===== config.mk =====
export PLATFORM = sky130hd
export DESIGN_NAME = dmem_lsu_flat
export DESIGN_NICKNAME = d
export VERILOG_FILES = /design/src/rtl/dmem_lsu_if.sv /design/src/rtl/dmem_lsu.sv /design/src/flat_wrapper.sv
export SDC_FILE = /design/constraint.sdc
export NUM_CORES = 1
export LEC_CHECK = 0
export ABC_AREA = 1
export CAP_MARGIN = 20
export CORE_ASPECT_RATIO = 0.7
export CORE_MARGIN = 8
export CORE_UTILIZATION = 30
export DETAILED_ROUTE_END_ITERATION = 10
export PLACE_DENSITY = 0.66
export SKIP_CTS_REPAIR_TIMING = 1
export SLEW_MARGIN = 20
export SYNTH_ARGS = -nofsm -noshare
export SYNTH_HDL_FRONTEND = slang
export SYNTH_SLANG_ARGS = --single-unit

===== constraint.sdc =====
create_clock -name clk -period 1.5 [get_ports clk]
set_input_delay 0.225 -clock clk [delete_from_list [all_inputs] [get_ports clk]]
set_output_delay 0.225 -clock clk [all_outputs]
set_load 0.01 [all_outputs]

===== src/rtl/dmem_lsu_if.sv =====
// Request/response and DMEM pin bundle for the load/store unit.
// The slave modport is the LSU side; the master modport is the CPU/DMEM side.
interface dmem_lsu_if;
   // Handshake: a request transfers on a rising edge where req_valid && req_ready;
   // resp_valid is a single-cycle pulse with no back-pressure.
   logic        req_valid;
   logic        req_ready;
   logic        req_we;
   logic [1:0]  req_size;
   logic        req_unsigned;
   logic [31:0] req_addr;
   logic [31:0] req_wdata;
   logic        resp_valid;
   logic        resp_err;
   logic [31:0] resp_rdata;
   logic        dm_cs;
   logic        dm_w;
   logic        dm_r;
   logic [2:0]  dm_select;
   logic [31:0] dm_addr;
   logic [31:0] dm_wdata;
   logic [31:0] dm_rdata;

   modport slave (
      input  req_valid, req_we, req_size, req_unsigned, req_addr, req_wdata, dm_rdata,
      output req_ready, resp_valid, resp_err, resp_rdata,
      output dm_cs, dm_w, dm_r, dm_select, dm_addr, dm_wdata
   );

   modport master (
      output req_valid, req_we, req_size, req_unsigned, req_addr, req_wdata, dm_rdata,
      input  req_ready, resp_valid, resp_err, resp_rdata,
      input  dm_cs, dm_w, dm_r, dm_select, dm_addr, dm_wdata
   );
endinterface


===== src/rtl/dmem_lsu.sv =====
// Load/store unit: checks alignment/range, drives one registered DMEM access cycle,
// and returns an extended load result or an error pulse.
module dmem_lsu #(
   parameter logic [31:0] BASE_ADDR = 32'h0000_0000,
   parameter int unsigned MEM_BYTES = 256
) (
   input  logic        clk,
   input  logic        rst_n,
   dmem_lsu_if.slave   bus,
   output logic [1:0]  dbg_state
);

   localparam logic [1:0] ST_IDLE   = 2'd0;
   localparam logic [1:0] ST_ACCESS = 2'd1;
   localparam logic [1:0] ST_RESP   = 2'd2;

   logic [1:0]  state_q, state_d;
   logic        we_q, we_d;
   logic [1:0]  size_q, size_d;
   logic        uns_q, uns_d;
   logic        resp_valid_q, resp_valid_d;
   logic        resp_err_q, resp_err_d;
   logic [31:0] resp_rdata_q, resp_rdata_d;
   logic        dm_cs_q, dm_cs_d;
   logic        dm_w_q, dm_w_d;
   logic        dm_r_q, dm_r_d;
   logic [2:0]  dm_select_q, dm_select_d;
   logic [31:0] dm_addr_q, dm_addr_d;
   logic [31:0] dm_wdata_q, dm_wdata_d;

   logic [31:0] off;
   logic        req_err;
   logic [31:0] load_data;

   always_comb begin
      off     = bus.req_addr - BASE_ADDR;
      req_err = (bus.req_size == 2'b11)
              | ((bus.req_size == 2'b01) & bus.req_addr[0])
              | ((bus.req_size == 2'b10) & (bus.req_addr[1:0] != 2'b00))
              | (off >= 32'(MEM_BYTES));
   end

   // DMEM places the byte at the access offset in [31:24] (big-endian).
   always_comb begin
      load_data = bus.dm_rdata;
      case (size_q)
         2'b00:   load_data = uns_q ? {24'b0, bus.dm_rdata[31:24]}
                                    : {{24{bus.dm_rdata[31]}}, bus.dm_rdata[31:24]};
         2'b01:   load_data = uns_q ? {16'b0, bus.dm_rdata[31:16]}
                                    : {{16{bus.dm_rdata[31]}}, bus.dm_rdata[31:16]};
         default: load_data = bus.dm_rdata;
      endcase
   end

   always_comb begin
      state_d      = state_q;
      we_d         = we_q;
      size_d       = size_q;
      uns_d        = uns_q;
      resp_valid_d = 1'b0;
      resp_err_d   = 1'b0;
      resp_rdata_d = 32'h0;
      dm_cs_d      = 1'b0;
      dm_w_d       = 1'b0;
      dm_r_d       = 1'b0;
      dm_select_d  = 3'b000;
      dm_addr_d    = 32'h0;
      dm_wdata_d   = 32'h0;
      case (state_q)
         ST_IDLE: begin
            if (bus.req_valid) begin
               we_d   = bus.req_we;
               size_d = bus.req_size;
               uns_d  = bus.req_unsigned;
               if (req_err) begin
                  // Error skips DMEM entirely; the response follows in the next cycle.
                  state_d      = ST_RESP;
                  resp_valid_d = 1'b1;
                  resp_err_d   = 1'b1;
               end else begin
                  state_d   = ST_ACCESS;
                  dm_cs_d   = 1'b1;
                  dm_w_d    = bus.req_we;
                  dm_r_d    = ~bus.req_we;
                  dm_addr_d = off;
                  case (bus.req_size)
                     2'b00: begin
                        dm_select_d = 3'b001;
                        dm_wdata_d  = {24'b0, bus.req_wdata[7:0]};
                     end
                     2'b01: begin
                        dm_select_d = 3'b010;
                        dm_wdata_d  = {16'b0, bus.req_wdata[15:0]};
                     end
                     default: begin
                        dm_select_d = 3'b100;
                        dm_wdata_d  = bus.req_wdata;
                     end
                  endcase
               end
            end
         end
         ST_ACCESS: begin
            state_d      = ST_RESP;
            resp_valid_d = 1'b1;
            if (!we_q) resp_rdata_d = load_data;
         end
         ST_RESP: state_d = ST_IDLE;
         default: state_d = ST_IDLE;
      endcase
   end

   always_ff @(posedge clk or negedge rst_n) begin
      if (!rst_n) begin
         state_q      <= ST_IDLE;
         we_q         <= 1'b0;
         size_q       <= 2'b00;
         uns_q        <= 1'b0;
         resp_valid_q <= 1'b0;
         resp_err_q   <= 1'b0;
         resp_rdata_q <= 32'h0;
         dm_cs_q      <= 1'b0;
         dm_w_q       <= 1'b0;
         dm_r_q       <= 1'b0;
         dm_select_q  <= 3'b000;
         dm_addr_q    <= 32'h0;
         dm_wdata_q   <= 32'h0;
      end else begin
         state_q      <= state_d;
         we_q         <= we_d;
         size_q       <= size_d;
         uns_q        <= uns_d;
         resp_valid_q <= resp_valid_d;
         resp_err_q   <= resp_err_d;
         resp_rdata_q <= resp_rdata_d;
         dm_cs_q      <= dm_cs_d;
         dm_w_q       <= dm_w_d;
         dm_r_q       <= dm_r_d;
         dm_select_q  <= dm_select_d;
         dm_addr_q    <= dm_addr_d;
         dm_wdata_q   <= dm_wdata_d;
      end
   end

   assign bus.req_ready  = (state_q == ST_IDLE);
   assign bus.resp_valid = resp_valid_q;
   assign bus.resp_err   = resp_err_q;
   assign bus.resp_rdata = resp_rdata_q;
   assign bus.dm_cs      = dm_cs_q;
   assign bus.dm_w       = dm_w_q;
   assign bus.dm_r       = dm_r_q;
   assign bus.dm_select  = dm_select_q;
   assign bus.dm_addr    = dm_addr_q;
   assign bus.dm_wdata   = dm_wdata_q;
   assign dbg_state      = state_q;

endmodule

===== src/flat_wrapper.sv =====
// flat-port wrapper written by rule: the top's interface ports become plain ports
module dmem_lsu_flat 
#(
   parameter logic [31:0] BASE_ADDR = 32'h0000_0000,
   parameter int unsigned MEM_BYTES = 256
)
  (clk, rst_n, dbg_state, bus_req_valid, bus_req_we, bus_req_size, bus_req_unsigned, bus_req_addr, bus_req_wdata, bus_dm_rdata, bus_req_ready, bus_resp_valid, bus_resp_err, bus_resp_rdata, bus_dm_cs, bus_dm_w, bus_dm_r, bus_dm_select, bus_dm_addr, bus_dm_wdata);
  dmem_lsu_if bus_i ();
  input  logic clk;
  input  logic rst_n;
  output logic [1:0] dbg_state;
  input wire logic [$bits(bus_i.req_valid)-1:0] bus_req_valid;
  input wire logic [$bits(bus_i.req_we)-1:0] bus_req_we;
  input wire logic [$bits(bus_i.req_size)-1:0] bus_req_size;
  input wire logic [$bits(bus_i.req_unsigned)-1:0] bus_req_unsigned;
  input wire logic [$bits(bus_i.req_addr)-1:0] bus_req_addr;
  input wire logic [$bits(bus_i.req_wdata)-1:0] bus_req_wdata;
  input wire logic [$bits(bus_i.dm_rdata)-1:0] bus_dm_rdata;
  output wire logic [$bits(bus_i.req_ready)-1:0] bus_req_ready;
  output wire logic [$bits(bus_i.resp_valid)-1:0] bus_resp_valid;
  output wire logic [$bits(bus_i.resp_err)-1:0] bus_resp_err;
  output wire logic [$bits(bus_i.resp_rdata)-1:0] bus_resp_rdata;
  output wire logic [$bits(bus_i.dm_cs)-1:0] bus_dm_cs;
  output wire logic [$bits(bus_i.dm_w)-1:0] bus_dm_w;
  output wire logic [$bits(bus_i.dm_r)-1:0] bus_dm_r;
  output wire logic [$bits(bus_i.dm_select)-1:0] bus_dm_select;
  output wire logic [$bits(bus_i.dm_addr)-1:0] bus_dm_addr;
  output wire logic [$bits(bus_i.dm_wdata)-1:0] bus_dm_wdata;
  assign bus_i.req_valid = bus_req_valid;
  assign bus_i.req_we = bus_req_we;
  assign bus_i.req_size = bus_req_size;
  assign bus_i.req_unsigned = bus_req_unsigned;
  assign bus_i.req_addr = bus_req_addr;
  assign bus_i.req_wdata = bus_req_wdata;
  assign bus_i.dm_rdata = bus_dm_rdata;
  assign bus_req_ready = bus_i.req_ready;
  assign bus_resp_valid = bus_i.resp_valid;
  assign bus_resp_err = bus_i.resp_err;
  assign bus_resp_rdata = bus_i.resp_rdata;
  assign bus_dm_cs = bus_i.dm_cs;
  assign bus_dm_w = bus_i.dm_w;
  assign bus_dm_r = bus_i.dm_r;
  assign bus_dm_select = bus_i.dm_select;
  assign bus_dm_addr = bus_i.dm_addr;
  assign bus_dm_wdata = bus_i.dm_wdata;
  dmem_lsu #(.BASE_ADDR(BASE_ADDR), .MEM_BYTES(MEM_BYTES)) u_core (.clk(clk), .rst_n(rst_n), .bus(bus_i), .dbg_state(dbg_state));
endmodule

==> summary.md <==
| Metric | Value |
|---|---|
| Outcome | `finished clean` |
| Reg2Reg Setup Slack | `about 180 ps` |
| Cells after synthesis | `between 300 and 400` |
| Area growth, synth to finish | `73.3%` |
| Initial antenna violation count | `0` |
| Worst setup path category | `reg2out` |
| Netlist area before placement | `~4000 um2` |
| Clock transition at path regs | `around 70 ps` |
| Mean cell area of the mapped netlist | `roughly 11 um2` |
| CTS root buffer | `sky130_fd_sc_hd__clkbuf_16` |
| Unrepaired setup endpoints after global routing | `no` |
| Cell total after placement | `approximately 780` |
| Remaining DRCs | `0` |
| Areal power density over the cells | `between 800 and 900 nW/um2` |
| Worst-case vdd ir drop | `approximately 520 uV` |
| Rows | `35` |
| Final instance area | `6790 um2` |
| Placeable Area | `between 10000 and 15000 um2` |
| Die Outline Area | `~17000 um2` |
| Most used standard cell by instance count after synthesis | `sky130_fd_sc_hd__dfrtp_1` |
| Distinct cell type count of the synthesized netlist | `19` |
| R2r worst-path depth | `7` |
| Number of buffers between clock root and the deepest sink | `2` |
| Routability congestion estimate | `approximately 0.79` |
| Endpoint of the worst register-to-register path | `u_core.bus.resp_rdata[7]` |
| Die X | `~150 um` |
| Number of slew-limit violations in the final report | `0` |
| Area share of the largest cell type after synthesis | `70.2%` |
| Primary flip-flop cell chosen by synthesis mapping | `sky130_fd_sc_hd__dfrtp_1` |
| Required time of the critical path | `~1300 ps` |
| NumNets Final | `roughly 730` |
| Total overflow reported by the global router | `0` |
| Number of routed nets with antenna violations | `0` |
| CP Data Arrival Time | `~1200 ps` |
| Vert. Die Dim | `approximately 110 um` |
| Buffers on Ports | `209` |
| Routed WL | `around 12000 um` |
| Number of enable-type register cells in the synthesized netlist | `0` |
| Total via count in the routed design | `between 3000 and 4000` |
| Finished Core Util | `roughly 52%` |
| Worst setup path startpoint | `u_core.bus.dm_select[0]` |
| Post-layout min period | `1450 ps` |
| TritonCTS sink count | `110` |
| Share of layout cells above drive strength 1 | `8.44%` |
| Highest net fanout along the worst path | `1` |
| Post-detailed-route via-to-cell ratio | `around 4.0` |
| Routed length per instance | `between 10 and 15 um` |
| Number of endpoints failing setup at the final stage | `0` |
| Kind of path behind the tightest hold check | `in2async` |
| Largest area contributor in the netlist | `sky130_fd_sc_hd__dfrtp_1` |
| Number of buffer and inverter stages on the critical path | `1` |
| 1st-iter DRT viols | `approximately 130` |
| Capturing element of the worst setup path | `bus_dm_select[0]` |
| Final clock skew | `about 4.4 ps` |
| Clock tree from TritonCTS | `yes` |
| Leakage power figure | `0.00359 uW` |
| Largest net degree at the start of global routing | `69` |
| Post-synthesis sequential area ratio | `70.2%` |
| Detailed Place HPWL | `9460 um` |
| Reg2reg start | `u_core.size_q[1]` |
| Cell types with the largest area share after synthesis | `sky130_fd_sc_hd__dfrtp_1 (70%), sky130_fd_sc_hd__nor2_1 (6.6%), sky130_fd_sc_hd__inv_1 (5.7%)` |
| Highest Clock Rate | `a little under 0.7 GHz` |
| Global-route wire length before repair | `approximately 19000 um` |
| Placed cell area | `6460 um2` |
| Inserted Clock Buffers | `9` |
| Yosys warns | `0` |
| Max incr delay on CP | `roughly 540 ps` |
| First-pass detailed-route iteration total | `4` |
| Cell chain of the critical path | `clkdlybuf4s50_1` |
| List of most frequent post-synthesis cells | `sky130_fd_sc_hd__dfrtp_1 (110), sky130_fd_sc_hd__nor2_1 (69), sky130_fd_sc_hd__inv_1 (60)` |
| Final cell count without fillers | `794` |
| Clock latency at the later pin of the worst-skew pair | `about 340 ps` |
| Setup crit end kind | `primary output` |
| #FFs+latches synth | `between 100 and 150` |
| Effective utilization at floorplan | `a little under a third` |
| Crit path depth | `1` |
| Startpoint kind of the worst setup timing path | `flip-flop` |
| Gate family responsible for the most delay along the worst path | `buffers and inverters` |
| Global-route total usage across every layer | `between 10 and 15%` |
| Max stage delay cell, worst path | `sky130_fd_sc_hd__clkdlybuf4s50_1` |
| Part of the cycle the worst path needs | `96.8%` |
| Final Hold Fails | `0` |
| Number of global-route vias before repair | `3464` |
| Ports placed on the boundary | `210` |
| Count of max-cap constraint violations | `0` |
| CTS H-tree depth | `3` |
| Antenna Cells | `0` |
| Fraction of registers with async set or reset after synthesis | `100%` |
[sequential cells by signal (all words and copies together), names as in the netlist]
signal                 count
u_core.bus.dm_addr        32
u_core.bus.dm_cs           1
u_core.bus.dm_r            1
u_core.bus.dm_select       3
u_core.bus.dm_w            1
u_core.bus.dm_wdata       32
u_core.bus.resp_err        1
u_core.bus.resp_rdata     32
u_core.bus.resp_valid      1
u_core.dbg_state           2
u_core.size_q              2
u_core.uns_q               1
u_core.we_q                1
[placed cells by master, fill, tap and decap left out, drive strengths merged]
cell,instances
nand2,50
dlygate4sd3,1
a21oi,20
nor2,80
clkinvlp,1
nand3,7
inv,66
clkbuf,10
o21ai,14
conb,24
dlymetal6s2s,16
nor3,5
dfrtp,110
o22ai,8
buf,21
clkdlybuf4s50,192
clkinv,3
[per-stage QoR]
step / power [uW] / setup WS, ps / setup TNS (ps) / hold WS, ps
6_report: 6060 / 48.2 / 0 / 395
5_1_grt: 6350 / 0.211 / 0 / 399
4_1_cts: 6160 / -207 / -400 / -146
3_5_place_dp: 3870 / -249 / -7890 / 230
3_3_place_gp: 3860 / -153 / -6210 / 221
2_1_floorplan: 3350 / 156 / 0 / -70.6
[layer usage]
metal / GRT usage [%] / wire, um / part of all wire (%) / up-vias
met1: 16.8 / 5100 / 44 / 1489
li1: - / - / - / 1592
met5: 0 / 0 / 0 / -
met3: 4.95 / 924 / 7.9 / 9
met2: 22.7 / 5540 / 48 / 117
met4: 3.15 / 90 / 0.77 / 0
[cell type report]
cell class                 count  area (um2)
multi-input combinational    208         943
clock buffer                  10         229
clock inverter                 6        56.3
sequential                   110        2750
tap                          166         208
fill                        1145        6170
timing repair buffer         230        2360
inverter                      64         240
[cell families (layout without fill, tap and decap cells)]
logic type      Yosys count  after routing  synth area share (%)
compound gates           42             42                  5.62
buf+inv                  76            310                  7.94
flops                   110            110                  70.2
other cells               1             24                0.0956
simple gates            142            142                  16.1
[how the worst min path moves through the flow]
stage,start,end,slack (ps),depth (start not counted)
after global placement,rst_n,u_core.bus.resp_rdata[20],220,2
final,rst_n,u_core.bus.resp_rdata[20],400,3
after global routing,bus_req_addr[5],u_core.bus.dm_addr[5],400,3
after CTS,rst_n,u_core.bus.resp_rdata[20],-150,2
after floorplan,rst_n,u_core.bus.dm_addr[0],-70,0
after detailed placement,rst_n,u_core.bus.resp_rdata[20],230,2
[power by group]
part           total, uW  switching (uW)  leakage, uW  internal (uW)
sequential          3040            22.6      0.00147           3020
combinational        769             345      0.00198            424
clock               2260            1100     0.000137           1160
total               6060            1460      0.00359           4600
Power figures use the tool's default switching activity.
